--- config.mk ---
export PLATFORM = sky130hd
export DESIGN_NAME = exec_dispatch_flat
export DESIGN_NICKNAME = d
export VERILOG_FILES = /design/src/rtl/exec_dispatch_if.sv /design/src/rtl/exec_dispatch.sv /design/src/flat_wrapper.sv
export SDC_FILE = /design/constraint.sdc
export NUM_CORES = 1
export LEC_CHECK = 0
export CORE_AREA = 2 2 135 137
export CTS_CLUSTER_SIZE = 12
export DETAILED_ROUTE_END_ITERATION = 12
export DIE_AREA = 0 0 137 139
export DONT_BUFFER_PORTS = 1
export MAX_ROUTING_LAYER = met4
export PLACE_DENSITY = 0.52
export SLEW_MARGIN = 10
export SYNTH_ARGS = -nofsm -noshare
export SYNTH_HDL_FRONTEND = slang
export SYNTH_SLANG_ARGS = --single-unit
--- constraint.sdc ---
create_clock -name clk -period 4.9 [get_ports clk]
set_input_delay 0.49 -clock clk [delete_from_list [all_inputs] [get_ports clk]]
set_output_delay 0.49 -clock clk [all_outputs]
set_load 0.02 [all_outputs]
--- src/rtl/exec_dispatch_if.sv ---
// Issue, exec-element and write-back signals of exec_dispatch.
// slave = the dispatcher; master = the surrounding pipeline/element/register file.
interface exec_dispatch_if;
  logic        issue_valid;
  logic        issue_ready;
  logic [31:0] issue_pc;
  logic [5:0]  issue_inst_num;
  logic [4:0]  issue_rd;
  logic [15:0] issue_const16;
  logic [31:0] issue_rs;
  logic [31:0] issue_rt;

  logic        elem_reset;
  logic [31:0] elem_pc;
  logic [5:0]  elem_inst_num;
  logic [15:0] elem_const16;
  logic [31:0] elem_const16_x;
  logic [31:0] elem_rs;
  logic [31:0] elem_rt;
  logic        elem_completed;
  logic [31:0] elem_out;

  logic        wb_valid;
  logic        wb_ready;
  logic [4:0]  wb_rd;
  logic [31:0] wb_data;

  logic        timeout_err;

  modport master (
    output issue_valid, issue_pc, issue_inst_num, issue_rd, issue_const16, issue_rs, issue_rt,
    output elem_completed, elem_out, wb_ready,
    input  issue_ready, elem_reset, elem_pc, elem_inst_num, elem_const16, elem_const16_x,
    input  elem_rs, elem_rt, wb_valid, wb_rd, wb_data, timeout_err
  );

  modport slave (
    input  issue_valid, issue_pc, issue_inst_num, issue_rd, issue_const16, issue_rs, issue_rt,
    input  elem_completed, elem_out, wb_ready,
    output issue_ready, elem_reset, elem_pc, elem_inst_num, elem_const16, elem_const16_x,
    output elem_rs, elem_rt, wb_valid, wb_rd, wb_data, timeout_err
  );
endinterface

--- src/rtl/exec_dispatch.sv ---
// Dispatches one decoded instruction at a time to an exec element and writes its result back.
// Optional WAIT abort with sticky timeout_err when EXEC_DISPATCH_TIMEOUT_EN is defined.
module exec_dispatch #(
  parameter int unsigned TIMEOUT_CYCLES = 64
) (
  input logic            clk,
  input logic            reset,
  exec_dispatch_if.slave bus
);
  typedef enum logic [1:0] {IDLE, START, WAIT, WB} state_t;
  state_t state, state_nxt;

  logic [31:0] pc_q, rs_q, rt_q, wb_data_q;
  logic [5:0]  inst_num_q;
  logic [4:0]  rd_q;
  logic [15:0] const16_q;
  logic        wait_first;
  logic        handshake;
  logic        done;
  logic        timed_out;

  if (TIMEOUT_CYCLES == 0) begin : g_bad_timeout
    $error("exec_dispatch: TIMEOUT_CYCLES must be nonzero");
  end

  assign bus.issue_ready = (state == IDLE) && !reset;
  assign handshake       = bus.issue_valid && bus.issue_ready;
  // The element is still settling from its restart in the first WAIT cycle.
  assign done            = (state == WAIT) && !wait_first && bus.elem_completed;

  always_ff @(posedge clk or posedge reset) begin
    if (reset) state <= IDLE;
    else       state <= state_nxt;
  end

  always_comb begin
    state_nxt      = state;
    bus.elem_reset = 1'b0;
    bus.wb_valid   = 1'b0;
    unique case (state)
      IDLE:  if (handshake) state_nxt = START;
      START: begin
        bus.elem_reset = 1'b1;
        state_nxt      = WAIT;
      end
      WAIT: begin
        if (done)           state_nxt = (rd_q == '0) ? IDLE : WB;
        else if (timed_out) state_nxt = IDLE;
      end
      WB: begin
        bus.wb_valid = 1'b1;
        if (bus.wb_ready) state_nxt = IDLE;
      end
      default: state_nxt = IDLE;
    endcase
  end

  always_ff @(posedge clk or posedge reset) begin
    if (reset) begin
      pc_q       <= '0;
      inst_num_q <= '0;
      rd_q       <= '0;
      const16_q  <= '0;
      rs_q       <= '0;
      rt_q       <= '0;
      wait_first <= 1'b0;
      wb_data_q  <= '0;
    end else begin
      if (handshake) begin
        pc_q       <= bus.issue_pc;
        inst_num_q <= bus.issue_inst_num;
        rd_q       <= bus.issue_rd;
        const16_q  <= bus.issue_const16;
        rs_q       <= bus.issue_rs;
        rt_q       <= bus.issue_rt;
      end
      wait_first <= (state == START);
      if (done) wb_data_q <= bus.elem_out;
    end
  end

  assign bus.elem_pc        = pc_q;
  assign bus.elem_inst_num  = inst_num_q;
  assign bus.elem_const16   = const16_q;
  assign bus.elem_const16_x = {{16{const16_q[15]}}, const16_q};
  assign bus.elem_rs        = rs_q;
  assign bus.elem_rt        = rt_q;
  assign bus.wb_rd          = rd_q;
  assign bus.wb_data        = wb_data_q;

`ifdef EXEC_DISPATCH_TIMEOUT_EN
  localparam int unsigned CNT_W = (TIMEOUT_CYCLES > 1) ? $clog2(TIMEOUT_CYCLES) : 1;
  logic [CNT_W-1:0] wait_cnt;
  logic             err_q;

  // Counter holds the number of completed WAIT cycles; it never wraps since WAIT exits at the limit.
  assign timed_out = (state == WAIT) && !done && (wait_cnt == CNT_W'(TIMEOUT_CYCLES - 1));

  always_ff @(posedge clk or posedge reset) begin
    if (reset) begin
      wait_cnt <= '0;
      err_q    <= 1'b0;
    end else begin
      if (state == START)     wait_cnt <= '0;
      else if (state == WAIT) wait_cnt <= wait_cnt + 1'b1;
      if (timed_out) err_q <= 1'b1;
    end
  end

  assign bus.timeout_err = err_q;
`else
  assign timed_out       = 1'b0;
  assign bus.timeout_err = 1'b0;
`endif
endmodule

--- src/flat_wrapper.sv ---
// flat-port wrapper written by rule: the top's interface ports become plain ports
module exec_dispatch_flat 
#(
  parameter int unsigned TIMEOUT_CYCLES = 64
)
  (clk, reset, bus_issue_valid, bus_issue_pc, bus_issue_inst_num, bus_issue_rd, bus_issue_const16, bus_issue_rs, bus_issue_rt, bus_elem_completed, bus_elem_out, bus_wb_ready, bus_issue_ready, bus_elem_reset, bus_elem_pc, bus_elem_inst_num, bus_elem_const16, bus_elem_const16_x, bus_elem_rs, bus_elem_rt, bus_wb_valid, bus_wb_rd, bus_wb_data, bus_timeout_err);
  exec_dispatch_if bus_i ();
  input logic clk;
  input logic reset;
  input wire logic [$bits(bus_i.issue_valid)-1:0] bus_issue_valid;
  input wire logic [$bits(bus_i.issue_pc)-1:0] bus_issue_pc;
  input wire logic [$bits(bus_i.issue_inst_num)-1:0] bus_issue_inst_num;
  input wire logic [$bits(bus_i.issue_rd)-1:0] bus_issue_rd;
  input wire logic [$bits(bus_i.issue_const16)-1:0] bus_issue_const16;
  input wire logic [$bits(bus_i.issue_rs)-1:0] bus_issue_rs;
  input wire logic [$bits(bus_i.issue_rt)-1:0] bus_issue_rt;
  input wire logic [$bits(bus_i.elem_completed)-1:0] bus_elem_completed;
  input wire logic [$bits(bus_i.elem_out)-1:0] bus_elem_out;
  input wire logic [$bits(bus_i.wb_ready)-1:0] bus_wb_ready;
  output wire logic [$bits(bus_i.issue_ready)-1:0] bus_issue_ready;
  output wire logic [$bits(bus_i.elem_reset)-1:0] bus_elem_reset;
  output wire logic [$bits(bus_i.elem_pc)-1:0] bus_elem_pc;
  output wire logic [$bits(bus_i.elem_inst_num)-1:0] bus_elem_inst_num;
  output wire logic [$bits(bus_i.elem_const16)-1:0] bus_elem_const16;
  output wire logic [$bits(bus_i.elem_const16_x)-1:0] bus_elem_const16_x;
  output wire logic [$bits(bus_i.elem_rs)-1:0] bus_elem_rs;
  output wire logic [$bits(bus_i.elem_rt)-1:0] bus_elem_rt;
  output wire logic [$bits(bus_i.wb_valid)-1:0] bus_wb_valid;
  output wire logic [$bits(bus_i.wb_rd)-1:0] bus_wb_rd;
  output wire logic [$bits(bus_i.wb_data)-1:0] bus_wb_data;
  output wire logic [$bits(bus_i.timeout_err)-1:0] bus_timeout_err;
  assign bus_i.issue_valid = bus_issue_valid;
  assign bus_i.issue_pc = bus_issue_pc;
  assign bus_i.issue_inst_num = bus_issue_inst_num;
  assign bus_i.issue_rd = bus_issue_rd;
  assign bus_i.issue_const16 = bus_issue_const16;
  assign bus_i.issue_rs = bus_issue_rs;
  assign bus_i.issue_rt = bus_issue_rt;
  assign bus_i.elem_completed = bus_elem_completed;
  assign bus_i.elem_out = bus_elem_out;
  assign bus_i.wb_ready = bus_wb_ready;
  assign bus_issue_ready = bus_i.issue_ready;
  assign bus_elem_reset = bus_i.elem_reset;
  assign bus_elem_pc = bus_i.elem_pc;
  assign bus_elem_inst_num = bus_i.elem_inst_num;
  assign bus_elem_const16 = bus_i.elem_const16;
  assign bus_elem_const16_x = bus_i.elem_const16_x;
  assign bus_elem_rs = bus_i.elem_rs;
  assign bus_elem_rt = bus_i.elem_rt;
  assign bus_wb_valid = bus_i.wb_valid;
  assign bus_wb_rd = bus_i.wb_rd;
  assign bus_wb_data = bus_i.wb_data;
  assign bus_timeout_err = bus_i.timeout_err;
  exec_dispatch #(.TIMEOUT_CYCLES(TIMEOUT_CYCLES)) u_core (.clk(clk), .reset(reset), .bus(bus_i));
endmodule
# Word-level counts from Yosys, hierarchy flattened
# Cells that the tools add are included.
# word_totals
register_bits,158
word_cells,31
# classes
eq_ne,6
muxes,7
reduce_logical,9
# op_table
cell,n
2-bit 2-to-1 mux,4
2-bit case mux with 4 select lines,1
5-bit zero test,1
"2-bit equality test, second input constant",2
1-bit logical AND,4
"2-bit by 1-bit inequality test with 1-bit output, second input constant",2
3-bit AND reduction,1
"2-bit by 1-bit equality test with 1-bit output, second input constant",1
1-bit zero test,2
2-bit zero test,1
1-bit 2-to-1 mux,2
"2-bit inequality test, second input constant",1

# Depth between registers and ports, before layout
# logic_depth
depth_word,5
depth_mapped,6
ltp_nobuf,3

# Worst setup path after synthesis
# Ideal clock, no wire load.
# synth_timing
path_type,register to register
from,register u_core.state[0]
to,register u_core.const16_q[0] (netlist: u_core.bus.elem_const16[0])
setup_time_ps,125
t_arrival_ps,1721
setup_slack_ps,3054
stages_incl_launch_ff,7
synth_period_minus_slack_ps,1846
path_cell_list,dfrtp_1 > nor3_2 > and2_1 > buf_6 > buf_12 > buf_12 > mux2_4
# synth_between
elab_chain_len,3
# synth_lines
item,line_no,text
from (decl),exec_dispatch.sv:11,"state_t state, state_nxt;"
from (signal assigned),exec_dispatch.sv:33,else state <= state_nxt;
2-bit zero test,exec_dispatch.sv:26,assign bus.issue_ready = (state == IDLE) && !reset;
1-bit logical AND,exec_dispatch.sv:26,
via bus_issue_ready,flat_wrapper.sv:20,output wire logic [$bits(bus_i.issue_ready)-1:0] bus_issue_ready;
1-bit logical AND,exec_dispatch.sv:27,assign handshake = bus.issue_valid && bus.issue_ready;
to (signal assigned),exec_dispatch.sv:73,const16_q <= bus.issue_const16;
to (decl),exec_dispatch.sv:16,logic [15:0] const16_q;
# The timed path passes the listed nets, and every way through them passes these cells.
# A chain may end at the register's enable or synchronous reset.

# Worst setup path in the final report
# layout_timing
from,register u_core.state[0]
to,register u_core.pc_q[22] (netlist: u_core.bus.elem_pc[22])
# layout_between
elab_chain_len,3
# layout_lines
item,line_no,text
2-bit zero test,exec_dispatch.sv:26,
1-bit logical AND,exec_dispatch.sv:26,
via bus_issue_ready,flat_wrapper.sv:20,
1-bit logical AND,exec_dispatch.sv:27,
to (signal assigned),exec_dispatch.sv:70,pc_q <= bus.issue_pc;
to (decl),exec_dispatch.sv:13,"logic [31:0] pc_q, rs_q, rt_q, wb_data_q;"
# The timed path passes the listed nets, and every way through them passes these cells.

==> summary.txt <==
Die
  • DIE AREA: 0.0190 mm^2
  • Die height: 139 um
  • Die extent in x: 137 um
  • Core ar.: 0.0177 mm^2
  • Row count: 49
  • Initial core utilization: 37.0%
  • Num ports: 351

Setup path
  • Worst Setup End Kind: flip-flop
  • Critical path data arrival time: 3.13 ns
  • Worst path max stage delay: 0.91 ns
  • Setup CP Type: flip-flop to flip-flop
  • Crit path max fanout: 63
  • WP buf/inv: 1
  • Worst setup SP type: flip-flop
  • Data required, critical path: 5.20 ns
  • CP top delay family: simple AND/OR/NAND/NOR gates
  • CP cell instances: nor3_2, and2_4, buf_4, mux2_2
  • Slowest library cell on the worst path: and2_4

Logic synthesis
  • Mapped Cells: 381
  • Synth top area cells: dfrtp_1 (60%), mux2_4 (16%), mux2_2 (15%)
  • Mean post-synth cell area: 17.2 um^2
  • Cell taking the most area after synthesis: dfrtp_1
  • Yosys cell types: 21
  • Synthesized flop and latch total: 158
  • Syn Nets: 541
  • Yosys top cell area share: 60.5%
  • Register area share after synthesis: 60.5%
  • Synth Cell Area: 0.00654 mm^2
  • Yosys Warn Count: 0

Clock tree
  • H-tree level count: 4
  • Worst-path clk slew: 0.06 ns
  • Post-CTS Setup Inserts: 0
  • Clk Latency, worst-skew pair: 0.41 ns
  • Number of clock buffers inserted by TritonCTS: 17
  • CTS tree: yes
  • Clk buf depth: 2
  • Hold_buf cts: 0
  • PostCTS Resize Cnt: 0
  • Root Driver: clkbuf_16
  • CTS sink cnt: 158

STA
  • Minimum clock period: 2.83 ns
  • Setup TNS: 0 ns
  • Setup Skew: 0.00947 ns
  • Highest Clock Rate: 353 MHz
  • Setup-failing EPs final: 0
  • Slew HR: 32.0%
  • Max Transition Viols Final: 0
  • Worst-margin pin slew: 1.02 ns
  • Fin Hold WS: 0.158 ns
  • RSZ-0062 raised after global routing: false
  • Final Cycle Share: 57.8%
  • Hold Fails Final Rpt: 0

Routing
  • Initial DRC Count: 127
  • 1st-pass router iterations: 3
  • Vias per cell: 4.91
  • Final wirelength: 13200 um
  • Via count: 2921
  • WL/cell: 22.1 um
  • # DRC: 0
  • Post-route ant nets: 0

Final layout
  • Finished Layout Cells: 595
  • Area delta synth->final: 7.27%
  • Layout cells sized above 1: 53.3%
  • Antenna cells: 0
  • Net count, final: 513
  • Most common cell after layout, fill and taps aside: dfrtp_1
  • Fin area: 0.00701 mm^2
  • Most frequent cells in the layout: dfrtp_1 (157), mux2_2 (85), mux2_4 (70)

Placed design
  • Port bufs: 0
  • Cells after DPL: 563
  • HPWL Detailed: 9430 um
  • RD Place Congestion: 0.712
  • DP Area: 0.00641 mm^2

Hold path
  • Worst min path class: input pin to asynchronous set/reset pin

Power and ir drop
  • VDD IR-drop max: 313 uV
  • Power density over the cells: 845 mW/mm^2
  • Static Leak: 3.06 nW

GRT
  • Initial antenna violation count: 0
  • Vias in the first global route: 3385
  • GR Util All Layers: 14.1%
  • Total gr overflow: 0
  • Pin count of the biggest net entering global routing: 116
  • First-pass GRT wire length: 19800 um

Run status
  • Status: complete, no violations

Job
  • MaxCap Viol Count: 0
==> state kept, by name, indices dropped and copies added, names as in the netlist <==
register / count
u_core.bus.elem_pc: 32
u_core.bus.elem_rs: 32
u_core.bus.elem_rt: 32
u_core.bus.wb_data: 32
u_core.bus.elem_const16: 16
u_core.bus.elem_inst_num: 6
u_core.bus.wb_rd: 5
u_core.state: 2
u_core.wait_first: 1
==> cells by family (layout without fill, tap and decap cells) <==
family | Yosys count | count (layout) | share of synthesized area, %
other | 1 | 1 | 0.0574
AOI/OAI and AO/OA | 3 | 3 | 0.287
buffers and inverters | 54 | 39 | 7.47
muxes | 155 | 155 | 30.7
and+or+nand+nor | 10 | 10 | 0.976
DFF | 158 | 158 | 60.5
==> per-stage QoR <==
step / worst slack (ns) / util (%) / power [mW]
CTS: 2.03 / 39.7 / 6.01
global route: 1.92 / 39.7 / 6.23
detailed placement: 2.02 / 36.3 / 4.65
floorplan: 0.147 / - / 4.53
finish: 2.07 / 39.7 / 5.93
global placement: 2.11 / 36.3 / 4.59
==> cell type report <==
class | instances | area [um^2]
Fill cell | 1651 | 10600
Sequential cell | 158 | 3960
Multi-Input combinational cell | 169 | 2110
Clock buffer | 19 | 443
Tap cell | 229 | 287
Clock inverter | 13 | 154
Timing Repair Buffer | 4 | 42.5
Inverter | 3 | 16.3
==> synth_stat cells <==
cell,count
a21oi_1,1
and2_1,1
buf_12,8
buf_2,4
buf_4,38
buf_6,1
conb_1,1
dfrtp_1,158
inv_1,3
mux2_2,85
mux2_4,70
nand2_1,2
nand3_1,1
nor2_1,1
nor2b_1,1
nor3_2,1
nor3b_1,1
nor4bb_1,1
o21ai_0,1
o221ai_1,1
or4_1,1
==> final timing paths <==
check	slack, ns	end	startpoint	cells past startpoint
min reg2reg	0.67	u_core.bus.elem_rs[2]$_DFFE_PP0P_	u_core.bus.elem_rs[2]$_DFFE_PP0P_	1
min in group clk	0.22	u_core.bus.elem_const16[2]$_DFFE_PP0P_	bus_issue_const16[2]	1
min	0.16	u_core.bus.wb_data[16]$_DFFE_PP0P_	reset	1
max in group asynchronous	3.49	u_core.bus.elem_const16[15]$_DFFE_PP0P_	reset	2
max reg2reg	2.07	u_core.bus.elem_pc[22]$_DFFE_PP0P_	u_core.state[0]$_DFFE_PP0P_	4
max	2.07	u_core.bus.elem_pc[22]$_DFFE_PP0P_	u_core.state[0]$_DFFE_PP0P_	4
==> layer usage <==
layer,global-route usage (%),up-vias,share of wire [%]
met5,-,-,0
met4,5.59,0,2.2
met3,4.82,19,8.8
met2,23.3,178,53
met1,15.4,1487,36
li1,-,1237,-
==> power by group <==
part           switching [mW]  internal (mW)
logic                   0.321          0.763
registers                1.56           1.96
clock network           0.550          0.776
Note: power is estimated with default switching activity, not from simulation.
